[config.mk]
export PLATFORM = sky130hd
export DESIGN_NAME = mem_stage_lsu
export DESIGN_NICKNAME = d
export VERILOG_FILES = /design/src/rtl/riscv_mem_pkg.sv /design/src/rtl/lsu_align.sv /design/src/rtl/mem_stage_lsu.sv
export SDC_FILE = /design/constraint.sdc
export NUM_CORES = 1
export LEC_CHECK = 0
export ABC_AREA = 1
export BUFFER_PORTS_ARGS = -buffer_cell sky130_fd_sc_hd__clkbuf_2
export CAP_MARGIN = 10
export CORE_MARGIN = 2
export CORE_UTILIZATION = 48
export CTS_CLUSTER_SIZE = 12
export DETAILED_ROUTE_END_ITERATION = 10
export PLACE_DENSITY = 0.89
export SLEW_MARGIN = 40
export SYNTH_ARGS = -nofsm -noshare
export SYNTH_HDL_FRONTEND = slang
export SYNTH_SLANG_ARGS = --single-unit
[constraint.sdc]
create_clock -name clk -period 1.85 [get_ports clk]
set_input_delay 0.0925 -clock clk [delete_from_list [all_inputs] [get_ports clk]]
set_output_delay 0.0925 -clock clk [all_outputs]
set_load 0.02 [all_outputs]
[src/rtl/riscv_mem_pkg.sv]
`default_nettype none
// ============================================================================
// Module  : riscv_mem_pkg
// Brief   : Shared encodings for the MEM-stage load/store unit.
// Revision: 1.0 - initial release
// ============================================================================
package riscv_mem_pkg;

    localparam logic [1:0] MEM_CTRL_NONE  = 2'b00;
    localparam logic [1:0] MEM_CTRL_LOAD  = 2'b01;
    localparam logic [1:0] MEM_CTRL_STORE = 2'b10;
    localparam logic [1:0] MEM_CTRL_RSVD  = 2'b11;

    localparam logic [2:0] F3_LB  = 3'b000;
    localparam logic [2:0] F3_LH  = 3'b001;
    localparam logic [2:0] F3_LW  = 3'b010;
    localparam logic [2:0] F3_LBU = 3'b100;
    localparam logic [2:0] F3_LHU = 3'b101;

    localparam logic [2:0] F3_SB  = 3'b000;
    localparam logic [2:0] F3_SH  = 3'b001;
    localparam logic [2:0] F3_SW  = 3'b010;

    typedef enum logic [0:0] {
        IDLE = 1'b0,
        BUSY = 1'b1
    } lsu_state_t;

    // Byte enables for an access of size funct3[1:0] at byte offset a.
    function automatic logic [3:0] lane_be(input logic [1:0] size, input logic [1:0] a);
        logic [3:0] be;
        case (size)
            2'b00:   be = 4'b0001 << a;
            2'b01:   be = a[1] ? 4'b1100 : 4'b0011;
            default: be = 4'b1111;
        endcase
        return be;
    endfunction

endpackage
`default_nettype wire

[src/rtl/lsu_align.sv]
`default_nettype none
// ============================================================================
// Module  : lsu_align
// Brief   : Combinational store lane steering, load extraction/extension and
//           misalign/illegal-funct3 detection.
// Revision: 1.0 - initial release
// ============================================================================
module lsu_align
    import riscv_mem_pkg::*;
(
    input  logic [1:0]  addr_lo,
    input  logic [2:0]  funct3,
    input  logic        is_load,
    input  logic        is_store,
    input  logic [31:0] wdata,
    input  logic [31:0] rdata,
    output logic [3:0]  be,
    output logic [31:0] wdata_lane,
    output logic [31:0] load_data,
    output logic        misaligned,
    output logic        illegal
);

    logic [7:0]  rd_byte;
    logic [15:0] rd_half;

    always_comb begin
        misaligned = 1'b0;
        case (funct3[1:0])
            2'b01:   misaligned = addr_lo[0];
            2'b10:   misaligned = |addr_lo;
            default: misaligned = 1'b0;
        endcase
    end

    always_comb begin
        illegal = 1'b0;
        if (is_load) begin
            illegal = (funct3 == 3'b011) || (funct3 == 3'b110) || (funct3 == 3'b111);
        end else if (is_store) begin
            illegal = (funct3 >= 3'b011);
        end
    end

    always_comb begin
        be         = lane_be(funct3[1:0], addr_lo);
        wdata_lane = wdata;
        case (funct3[1:0])
            2'b00:   wdata_lane = {4{wdata[7:0]}};
            2'b01:   wdata_lane = {2{wdata[15:0]}};
            default: wdata_lane = wdata;
        endcase
    end

    always_comb begin
        rd_byte = rdata[7:0];
        case (addr_lo)
            2'b00:   rd_byte = rdata[7:0];
            2'b01:   rd_byte = rdata[15:8];
            2'b10:   rd_byte = rdata[23:16];
            default: rd_byte = rdata[31:24];
        endcase
        rd_half = addr_lo[1] ? rdata[31:16] : rdata[15:0];

        load_data = 32'h0;
        case (funct3)
            F3_LB:   load_data = {{24{rd_byte[7]}}, rd_byte};
            F3_LH:   load_data = {{16{rd_half[15]}}, rd_half};
            F3_LW:   load_data = rdata;
            F3_LBU:  load_data = {24'h0, rd_byte};
            F3_LHU:  load_data = {16'h0, rd_half};
            default: load_data = 32'h0;
        endcase
    end

endmodule
`default_nettype wire

[src/rtl/mem_stage_lsu.sv]
`default_nettype none
// ============================================================================
// Module  : mem_stage_lsu
// Brief   : MEM-stage load/store unit: req/ack data-memory handshake, pipeline
//           stall generation and ack watchdog.
// Revision: 1.0 - initial release
// ============================================================================
module mem_stage_lsu
    import riscv_mem_pkg::*;
#(
    parameter int ACK_TIMEOUT = 255
) (
    input  logic        clk,
    input  logic        rst_n,
    input  logic [31:0] addr_m,
    input  logic [31:0] wdata_m,
    input  logic [2:0]  funct3_m,
    input  logic [1:0]  mem_ctrl_m,
    output logic        dmem_req,
    output logic        dmem_we,
    output logic [31:0] dmem_addr,
    output logic [3:0]  dmem_be,
    output logic [31:0] dmem_wdata,
    input  logic [31:0] dmem_rdata,
    input  logic        dmem_ack,
    output logic        stall_m,
    output logic [31:0] load_data_m,
    output logic        load_valid_m,
    output logic        access_fault_m
);

    localparam int CNT_W = (ACK_TIMEOUT > 1) ? $clog2(ACK_TIMEOUT) : 1;
    localparam logic [CNT_W-1:0] CNT_LAST = CNT_W'((ACK_TIMEOUT > 0) ? ACK_TIMEOUT - 1 : 0);

    lsu_state_t       state;
    lsu_state_t       next_state;
    logic [CNT_W-1:0] tmo_cnt;

    logic        is_load;
    logic        is_store;
    logic        mem_op;
    logic        bad_access;
    logic        access;
    logic        timeout;
    logic        done;
    logic        misaligned;
    logic        illegal;
    logic [3:0]  be_lane;
    logic [31:0] wdata_lane;
    logic [31:0] load_ext;

    lsu_align u_align (
        .addr_lo    (addr_m[1:0]),
        .funct3     (funct3_m),
        .is_load    (is_load),
        .is_store   (is_store),
        .wdata      (wdata_m),
        .rdata      (dmem_rdata),
        .be         (be_lane),
        .wdata_lane (wdata_lane),
        .load_data  (load_ext),
        .misaligned (misaligned),
        .illegal    (illegal)
    );

    assign is_load    = (mem_ctrl_m == MEM_CTRL_LOAD);
    assign is_store   = (mem_ctrl_m == MEM_CTRL_STORE);
    assign mem_op     = is_load | is_store;
    assign bad_access = mem_op & (misaligned | illegal);
    assign access     = mem_op & ~bad_access;

    generate
        if (ACK_TIMEOUT > 0) begin : g_wdog
            assign timeout = (state == BUSY) && !dmem_ack && (tmo_cnt == CNT_LAST);
        end else begin : g_no_wdog
            assign timeout = 1'b0;
        end
    endgenerate

    assign done = dmem_ack | timeout;

    always_ff @(posedge clk or negedge rst_n) begin
        if (!rst_n) begin
            state <= IDLE;
        end else begin
            state <= next_state;
        end
    end

    // Load result is only exposed in the ack cycle so MEM/WB sees zero otherwise.
    always_comb begin
        next_state     = state;
        stall_m        = 1'b0;
        access_fault_m = 1'b0;
        load_valid_m   = 1'b0;
        load_data_m    = 32'h0;
        case (state)
            IDLE: begin
                access_fault_m = bad_access;
                if (access) begin
                    stall_m    = 1'b1;
                    next_state = BUSY;
                end
            end
            BUSY: begin
                stall_m        = ~dmem_ack & ~timeout;
                access_fault_m = timeout;
                if (dmem_ack && !dmem_we) begin
                    load_valid_m = 1'b1;
                    load_data_m  = load_ext;
                end
                if (done) begin
                    next_state = IDLE;
                end
            end
            default: next_state = IDLE;
        endcase
    end

    always_ff @(posedge clk or negedge rst_n) begin
        if (!rst_n) begin
            dmem_req   <= 1'b0;
            dmem_we    <= 1'b0;
            dmem_addr  <= 32'h0;
            dmem_be    <= 4'h0;
            dmem_wdata <= 32'h0;
            tmo_cnt    <= '0;
        end else begin
            case (state)
                IDLE: begin
                    tmo_cnt <= '0;
                    if (access) begin
                        dmem_req   <= 1'b1;
                        dmem_we    <= is_store;
                        dmem_addr  <= {addr_m[31:2], 2'b00};
                        dmem_be    <= be_lane;
                        dmem_wdata <= is_store ? wdata_lane : 32'h0;
                    end
                end
                BUSY: begin
                    if (done) begin
                        dmem_req <= 1'b0;
                        dmem_we  <= 1'b0;
                        tmo_cnt  <= '0;
                    end else begin
                        tmo_cnt <= tmo_cnt + 1'b1;
                    end
                end
                default: begin
                    dmem_req <= 1'b0;
                    dmem_we  <= 1'b0;
                    tmo_cnt  <= '0;
                end
            endcase
        end
    end

endmodule
`default_nettype wire

# Word level (Yosys, flattened, before mapping)

Index checks and enable logic that the tools add are counted.

Flip-flop bits (word level): 77
Input bits: 104
Output and inout bits: 105
Word-level logic and storage cells: 75

$add $sub $neg: 1
Magnitude comparators: 1
Equality and inequality tests: 16
Shift-type cells: 1
Mux-type cells: 26
Bitwise operators: 10
Reductions and logical operators: 13

Operators with widths:

| kind                                                | number |
|---|---|
| case mux 32 bit (5 select lines)                    | 1 |
| 2-to-1 mux 32 bit                                   | 3 |
| case mux 32 bit (2 select lines)                    | 1 |
| case mux 8 bit (3 select lines)                     | 1 |
| 2-to-1 mux 16 bit                                   | 1 |
| case mux 8 bit (2 select lines)                     | 1 |
| equality test 3 bit, second input constant          | 4 |
| case mux 1 bit (2 select lines)                     | 6 |
| 2-to-1 mux 1 bit                                    | 9 |
| adder 8 x 1 -> 8 bit, second input constant         | 1 |
| equality test 8 bit, second input constant          | 1 |
| 2-to-1 mux 8 bit                                    | 1 |
| case mux 4 bit (2 select lines)                     | 1 |
| equality test 2 x 1 -> 1 bit, second input constant | 3 |
| equality test 2 bit, second input constant          | 3 |
| equality test 3 x 2 -> 1 bit, second input constant | 2 |
| zero test 2 bit                                     | 2 |
| 2-to-1 mux 4 bit                                    | 1 |
| NOT 1 bit                                           | 4 |
| AND reduction 2 bit                                 | 2 |
| << shifter 1 x 2 -> 4 bit, first input constant     | 1 |
| AND 1 bit                                           | 3 |
| equality test 3 x 1 -> 1 bit, second input constant | 1 |
| >= comparator 3 x 2 -> 1 bit, second input constant | 1 |
| 8 further kinds                                     | 14 |

# Logic depth before layout (Yosys ltp)

Gate-level depths: netlist (run 1).

Depth after elaboration: 10
Depth in mapped cells: 12
Mapped depth without buffers: 10

# Modules after synthesis

A second synthesis (run 1) with hierarchy kept.

Cell total of the unflattened synthesis: 716
Area total of the unflattened synthesis: 4,792.1 um2

Modules (own cells, without submodules):

| module        | instances | cells an instance | area an instance (um2) | seq. area each (um2) |
|---|---|---|---|---|
| mem_stage_lsu | 1         | 421               | 3,397.0                | 1,926.8 |
| lsu_align     | 1         | 295               | 1,395.1                | 0.0 |

# Worst setup path before layout (run 1)

OpenSTA, ideal clock, no wires.

Path type: register -> output
Start: reg dmem_we
End: out load_data_m[21]
Arrival time: 1.843 ns
Data required time: 1.757 ns
Slack: -0.086 ns
Cell stages (with the launch flop): 5
Path buffers: 1
Cells stage by stage: dfrtp_1 > nor3_1 > nand2_1 > buf_1 > a21oi_1

Word-level cells in the longest chain between the ends: 4

Ends and longest elaborated chain:

| what                   | RTL line             | source |
|---|---|---|
| start, declared        | mem_stage_lsu.sv:20  | `output logic dmem_we,` |
| start signal, assigned | mem_stage_lsu.sv:134 | `dmem_we <= is_store;` |
| zero test 1 bit        | mem_stage_lsu.sv:108 | `if (dmem_ack && !dmem_we) begin` |
| logical AND 1 bit      | mem_stage_lsu.sv:108 |  |
| 2-to-1 mux 32 bit      | mem_stage_lsu.sv:108 |  |
| 2-to-1 mux 32 bit      | mem_stage_lsu.sv:97  | `case (state)` |
| end, declared          | mem_stage_lsu.sv:27  | `output logic [31:0] load_data_m,` |

Every way passes these cells.

# Worst setup path in the final report (run 1)

Start: reg dmem_we
End: out load_data_m[1]

The elaborated chain is that of the path after synthesis.

==> Flow_metrics.wiki, run 1 <==
{| class="wikitable"
! Metric !! Value
|-
| CP Data Required Time || 1.76 ns
|-
| Areal power density over the cells || 926 nW/um^2
|-
| Cell at the root of the clock tree || sky130_fd_sc_hd__clkbuf_8
|-
| Dominant synthesized flop cell || sky130_fd_sc_hd__dfrtp_1
|-
| First-pass GRT wire length || about 24 mm
|-
| WP data arrival || 1.70 ns
|-
| Unique cell type count in the Yosys netlist || 29
|-
| Setup repair after global routing missed its margin || no
|-
| Top-area cell type share of the netlist area || 41.0%
|-
| Via count of the first global-routing pass || 4987
|-
| Register clock-pin slew on the reported worst setup and hold paths || 0.09 ns
|-
| Pin count of the biggest net entering global routing || approximately 70
|-
| IR drop worst, VDD || 0.445 mV
|-
| Max Clk Rate || 0.559 GHz
|-
| Leakage power || 0.00364 uW
|-
| Startpoint types || register
|-
| Dominant cells by area after synthesis || sky130_fd_sc_hd__dfrtp_1, sky130_fd_sc_hd__nand2_1, sky130_fd_sc_hd__nand4_1
|-
| Total GRT Usage || between 20% and 30%
|-
| Num CTS Buffers || 9
|-
| DIE AREA || around 11000 sq um
|-
| Global route total overflow || 0
|-
| Post-synth design cell area || 4700 sq um
|-
| Layout cell share with drive strength beyond 1 || 28.7%
|-
| Library cell occupying the most area in the post-synthesis netlist || sky130_fd_sc_hd__dfrtp_1
|-
| # DRC || 0
|-
| Mean cell area of the mapped netlist || 6.89 sq um
|-
| Setup violation total in the final timing report || 0
|-
| Initial antenna violation count || 0
|-
| Number of H-tree levels || 3
|-
| Final Net Count || approximately 1000
|-
| # placed instances || 995
|-
| Effective utilization at floorplan || 48.7%
|-
| Shortest period the worst path allows || ~1.8 ns
|-
| Chip Height || 103 um
|-
| Number of antenna diodes || 0
|-
| Total Neg Setup Slack || 0 ns
|-
| Initial DRC count || approximately 350
|-
| Number of hold violations in the final report || 1
|-
| Post-synthesis cell count || 682
|-
| Worst Clk Skew || 0.00923 ns
|-
| Vias/cell || 5.38
|-
| DRT antenna net count || 0
|-
| Detailed-router iteration count before antenna repair || 5
|-
| Insertion delay of the later-clocked pin in the worst-skew pair || 0.35 ns
|-
| Share of the clock period used by the worst path || 96.8%
|-
| Share of flip-flops with an asynchronous set or reset after synthesis || 100%
|-
| Type of the tightest min-delay check || input pin to register
|-
| CTS tree || done
|-
| Most frequent cell after synthesis || sky130_fd_sc_hd__nand2_1
|-
| Core Rows || 36
|-
| Die span in x || 103 um
|-
| Clock tree sinks || slightly below 80
|-
| # Max-Cap Violations || 0
|-
| CTS Buffer Depth || 2
|-
| Non-filler cells, final || 1041
|-
| Number of synthesized flops with an enable pin || 0
|-
| Final worst hold slack || -0.00411 ns
|-
| Avg WL per Cell || 15.5 um
|-
| Largest fanout on the critical path || 32
|-
| # port buffers || 206
|-
| Commonest cells in the synthesized netlist || sky130_fd_sc_hd__nand2_1, sky130_fd_sc_hd__nor2_1, sky130_fd_sc_hd__dfrtp_1
|-
| Warnings, synthesis || 0
|-
| Detailed-route wire length || 16.1 mm
|-
| Sort of element at the end of the critical path || primary output
|-
| Half-perimeter wire length after detailed placement || 10.8 mm
|-
| Growth of design area from synthesis to finish || 37.4%
|-
| RePlAce Congestion || between 0.8 and 0.9
|-
| Worst setup path category || register to primary output
|-
| Top-Level Pins || between 200 and 250
|-
| Sequential fraction of the synthesis area || 41.0%
|-
| Total core area || 9640 sq um
|-
| Violated checks || negative hold slack
|-
| Number of pins with negative max-slew slack in the final report || 0
|-
| Number of flip-flops and latches in the synthesized netlist || 77
|-
| Total number of vias || roughly 5600
|-
| Outcome || complete, but fails checks
|}
sequential cells by signal (all words and copies together) (netlist names):
signal / flops
dmem_addr: 30
dmem_be: 4
dmem_req: 1
dmem_wdata: 32
dmem_we: 1
state: 1
tmo_cnt: 8
placed cells by master (no fill, tap or decap), types with 2 or more instances in the layout:
cell and n:
sky130_fd_sc_hd__nor2_1 101, sky130_fd_sc_hd__nand2_1 217, sky130_fd_sc_hd__ha_1 8, sky130_fd_sc_hd__xor2_1 2
sky130_fd_sc_hd__buf_12 7, sky130_fd_sc_hd__clkinv_2 3, sky130_fd_sc_hd__xnor2_1 3, sky130_fd_sc_hd__a22oi_1 7
sky130_fd_sc_hd__clkbuf_16 2, sky130_fd_sc_hd__a21oi_1 49, sky130_fd_sc_hd__nand4_1 71, sky130_fd_sc_hd__o211ai_1 2
sky130_fd_sc_hd__inv_2 4, sky130_fd_sc_hd__o21ai_1 3, sky130_fd_sc_hd__clkbuf_2 203, sky130_fd_sc_hd__dfrtp_1 77
sky130_fd_sc_hd__inv_1 42, sky130_fd_sc_hd__dlygate4sd3_1 27, sky130_fd_sc_hd__clkbuf_8 9, sky130_fd_sc_hd__o21ai_0 13
sky130_fd_sc_hd__nand3_1 20, sky130_fd_sc_hd__conb_1 2, sky130_fd_sc_hd__buf_4 20, sky130_fd_sc_hd__nand2_2 2
sky130_fd_sc_hd__nor2_4 2
where the power goes:
| group | switching [uW] | internal (uW) |
|---|---|---|
| Sequential | 274 | 2120 |
| Combinational | 1620 | 838 |
| Clock | 644 | 480 |
| Total | 2540 | 3430 |
worst max-delay path, stage by stage (launching register included):
cell                      delay [ns]
sky130_fd_sc_hd__dfrtp_1        0.43
sky130_fd_sc_hd__nor3_4         0.28
sky130_fd_sc_hd__nand2_2        0.10
sky130_fd_sc_hd__buf_12         0.17
sky130_fd_sc_hd__a21oi_1        0.16
sky130_fd_sc_hd__buf_2          0.19
cell type report:
cell class,count,area [sq um]
Fill cell,862,3190
Multi-Input combinational cell,509,2390
Sequential cell,77,1930
Timing Repair Buffer,260,1630
Inverter,47,176
Tap cell,133,166
Clock buffer,9,124
Clock inverter,6,40.0
cells by family (layout without fill, tap and decap cells):
kind of cell               Yosys count  count (layout)  share of synthesized area, %
AOI/OAI and AO/OA                   75              75                          8.53
xor gates and xnor gates             5               5                         0.933
adders and majority gates            8               8                          2.13
buffers and inverters               97             322                          8.82
DFF                                 77              77                          41.0
other                                1               2                        0.0799
and+or+nand+nor                    419             419                          38.5
routing by layer:
metal,up-vias,track usage (%),share of wire (%)
li1,2664,-,-
met1,2591,36.0,39
met2,290,47.0,48
met3,56,5.08,8.1
met4,0,15.0,4.2
met5,-,0,0
metrics by stage:
step | util, % | power (uW) | instance area [sq um] | hold WS [ns] | setup WS (ns)
CTS | 66.2 | 5880 | 6380 | 0.000385 | 0.0459
detailed placement | 61.6 | 4720 | 5930 | 0.0789 | 0.159
global placement | 61.6 | 4650 | 5930 | 0.0752 | 0.226
floorplan | - | 3750 | 4700 | -0.203 | 0.110
finish | 66.9 | 5980 | 6450 | -0.00411 | 0.0601
global route | 66.9 | 6340 | 6450 | 0.00959 | 0.00297
repair_timing:
item / CTS / global route
resized for setup: 1 / 5
hold buffers: 27 / 0
pin swaps: 0 / 2
setup endpoints to repair: 32 / 8
cloned: 0 / 2
endpoints found under the hold margin: 60 / 0
buffers inserted: 1 / 1
path summary, 6_finish.rpt:
path,from,endpoint,slack (ns),depth (start not counted)
max,dmem_we$_DFFE_PN0P_,load_data_m[1],0.06,5
min,addr_m[6],dmem_addr[6]$_DFFE_PN0P_,-0.004,3
max reg2reg,state$_DFF_PN0_,dmem_wdata[18]$_DFFE_PN0P_,0.43,6
min reg2reg,dmem_wdata[3]$_DFFE_PN0P_,dmem_wdata[3]$_DFFE_PN0P_,0.47,2
max in group asynchronous,rst_n,dmem_wdata[14]$_DFFE_PN0P_,1.03,3
min in group asynchronous,rst_n,dmem_addr[26]$_DFFE_PN0P_,0.24,2
(Power assumes the default switching activity.)
==> inputs of run 2 (changes only) <==
--- a/config.mk
+++ b/config.mk
@@ -14,3 +14,3 @@
 export DETAILED_ROUTE_END_ITERATION = 10
-export PLACE_DENSITY = 0.89
+export PLACE_DENSITY = 0.84
 export SLEW_MARGIN = 40
--- a/constraint.sdc
+++ b/constraint.sdc
@@ -3,2 +3,2 @@
 set_output_delay 0.0925 -clock clk [all_outputs]
-set_load 0.02 [all_outputs]
+set_load 0.01 [all_outputs]
==> run 2 against run 1 <==
- combinational power down 15%
- sequential power about the same
- sequential cell count unchanged
- design area up 0.14%
- via count down 0.14%
- utilization up 0.091 points
- clock-buffer cell count up 1
- the flow now finishes without violations
- clock skew up 0.0021 ns
- critical path depth unchanged
==> Flow_metrics.wiki, run 2 (synthesized netlist as in run 1, its figures left out) <==
{| class="wikitable"
! Metric !! Value
|-
| Outcome || finished, final reports clean
|-
| Num CTS Buffers || 9
|-
| Vias/cell || 5.33
|-
| # placed instances || 1001
|-
| Effective utilization at floorplan || 48.7%
|-
| Final Net Count || a little over 1000
|-
| Die span in x || roughly 100 um
|-
| Top Registers || dmem_wdata (32), dmem_addr (30), tmo_cnt (8)
|-
| Insertion delay of the later-clocked pin in the worst-skew pair || 0.36 ns
|-
| Number of pins with negative max-slew slack in the final report || 0
|-
| Switching portion of total power || 39.1%
|-
| Total number of vias || 5593
|-
| Commonest cells after routing, fill and taps aside || sky130_fd_sc_hd__nand2_1, sky130_fd_sc_hd__clkbuf_2, sky130_fd_sc_hd__nor2_1
|-
| Total core area || 9640 sq um
|-
| Largest stage delay, worst path || between 0.4 and 0.5 ns
|-
| Number of antenna diodes || 0
|-
| Setup violation total in the final timing report || 0
|-
| Clock tree sinks || between 70 and 80
|-
| CTS tree || done
|-
| Total GRT Usage || ~30%
|-
| Flip-flop and latch area || roughly 1900 sq um
|-
| Number of hold violations in the final report || 0
|-
| Most common cell after layout, fill and taps aside || sky130_fd_sc_hd__nand2_1
|-
| Final worst hold slack || around 0.016 ns
|-
| Via count of the first global-routing pass || 5120
|-
| # DRC || 0
|-
| Pin count of the biggest net entering global routing || between 50 and 60
|-
| Number of H-tree levels || 3
|-
| Design internal power || 3440 uW
|-
| Initial antenna violation count || 0
|-
| Core Rows || 36
|-
| Final non-filler cell area || 6460 sq um
|-
| CP Data Required Time || 1.76 ns
|-
| IR drop worst, VDD || 0.462 mV
|-
| Sort of element at the end of the critical path || primary output
|-
| Area taken by multi-input logic gates || 2390 sq um
|-
| Worst Clk Skew || 0.0114 ns
|-
| Growth of design area from synthesis to finish || 37.6%
|-
| NetSw || 2210 uW
|-
| DRT antenna net count || 0
|-
| DIE AREA || 10600 sq um
|-
| Dominant delay contributor by cell family on the critical path || flip-flops
|-
| Total length of routed met2 wires || 7.83 mm
|-
| Detailed-router iteration count before antenna repair || 5
|-
| RePlAce Congestion || 0.927
|-
| Cell at the root of the clock tree || sky130_fd_sc_hd__clkbuf_8
|-
| Number of buffers and inverters on the critical path || 2
|-
| Power share of the combinational group || 37.0%
|-
| Leakage power || 0.00365 uW
|-
| Critical Path, Cell by Cell || nor3_4 > nand2_2 > buf_12 > a21oi_1 > clkbuf_2
|-
| Part of the power in the clock network || 20.6%
|-
| Share of the core filled with cells in the final layout || approximately 67%
|-
| First-pass GRT wire length || 24.5 mm
|-
| Flip-flop count of the largest register after layout || 32
|-
| Areal power density over the cells || 873 nW/um^2
|-
| Layout cell share with drive strength beyond 1 || 29.5%
|-
| WP data arrival || 1.68 ns
|-
| WL met1 || 6.23 mm
|-
| Non-filler cells, final || ~1000
|-
| # Max-Cap Violations || 0
|-
| Avg WL per Cell || 15.4 um
|-
| Share of the clock period used by the worst path || 95.8%
|-
| Startpoint types || register
|-
| Detailed-route wire length || 16.2 mm
|-
| Top-Level Pins || 209
|-
| Setup repair after global routing missed its margin || no
|-
| Largest fanout on the critical path || 32
|-
| Half-perimeter wire length after detailed placement || 10.9 mm
|-
| CTS Buffer Depth || 2
|-
| Area post-placement || just under 6000 sq um
|-
| Max Clk Rate || 0.564 GHz
|-
| Met3 wirelength from detailed routing || 1.49 mm
|-
| Highest metal layer with signal wires || met4
|-
| Shortest period the worst path allows || 1.77 ns
|-
| Initial DRC count || 370
|-
| Largest register by flop count || dmem_wdata
|-
| Register clock-pin slew on the reported worst setup and hold paths || 0.08 ns
|-
| Chip Height || 103 um
|-
| # port buffers || 206
|-
| Crit path max-delay cell type || sky130_fd_sc_hd__dfrtp_1
|-
| Global route total overflow || 0
|-
| Number of inserted filler cells in the final layout || 796
|-
| Total Neg Setup Slack || 0 ns
|-
| Worst setup path category || register to primary output
|-
| Type of the tightest min-delay check || input pin to register
|-
| Sequential group share of total power || around 42%
|}
-- run 2: worst register-to-register path: stages, from the launching register on --
cell	delay [ns]
sky130_fd_sc_hd__dfrtp_1	0.39
sky130_fd_sc_hd__buf_4	0.16
sky130_fd_sc_hd__nor2_4	0.18
sky130_fd_sc_hd__buf_4	0.14
sky130_fd_sc_hd__buf_4	0.29
sky130_fd_sc_hd__nand4_1	0.19
sky130_fd_sc_hd__nand2_1	0.11
-- run 2: worst paths after layout --
check                      slack, ns                 startpoint  cells past startpoint                         end
max                             0.08        dmem_we$_DFFE_PN0P_                      5              load_data_m[5]
min                             0.02                 addr_m[26]                      3   dmem_addr[26]$_DFFE_PN0P_
max reg2reg                     0.34            state$_DFF_PN0_                      6   dmem_addr[29]$_DFFE_PN0P_
min reg2reg                     0.48  dmem_addr[31]$_DFFE_PN0P_                      2   dmem_addr[31]$_DFFE_PN0P_
max in group asynchronous       1.05                      rst_n                      3  dmem_wdata[25]$_DFFE_PN0P_
min in group asynchronous       0.22                      rst_n                      2        tmo_cnt[0]$_DFF_PN0_
-- run 2: stage by stage --
step / setup slack (ns) / total power (uW)
floorplan: 0.182 / 3400
global placement: 0.199 / 4290
detailed placement: 0.113 / 4340
CTS: 0.0263 / 5540
global route: 0.000681 / 5990
finish: 0.0775 / 5640
-- run 2: layout make-up --
cell class / count / share of cell area (%)
clock buffer: 10 / 2.13
clock inverter: 6 / 0.600
inverter: 47 / 2.73
multi-input combinational: 509 / 37.1
sequential: 77 / 29.8
tap: 133 / 2.58
timing repair buffer: 267 / 25.1
-- run 2: power groups by stage --
stage / clock network (uW) / logic (uW) / registers [uW]
global placement: 0 / 1900 / 2390
floorplan: 0 / 825 / 2580
finish: 1160 / 2090 / 2390
detailed placement: 0 / 1950 / 2390
CTS: 1160 / 2010 / 2370
global route: 1240 / 2310 / 2440
-- run 2: layer usage --
metal  GRT usage, %  vias up
met4           14.9        0
met3           6.71       56
li1               -     2676
met2           49.8      300
met1           36.2     2561
met5              0        -
-- run 2: repair_timing --
action / 4_1_cts / 5_1_grt
pin swaps: 0 / 2
endpoints found under the hold margin: 54 / 0
resized for setup: 2 / 7
setup buffers: 0 / 2
hold buffers: 30 / 0
endpoints found under the setup margin: 32 / 20
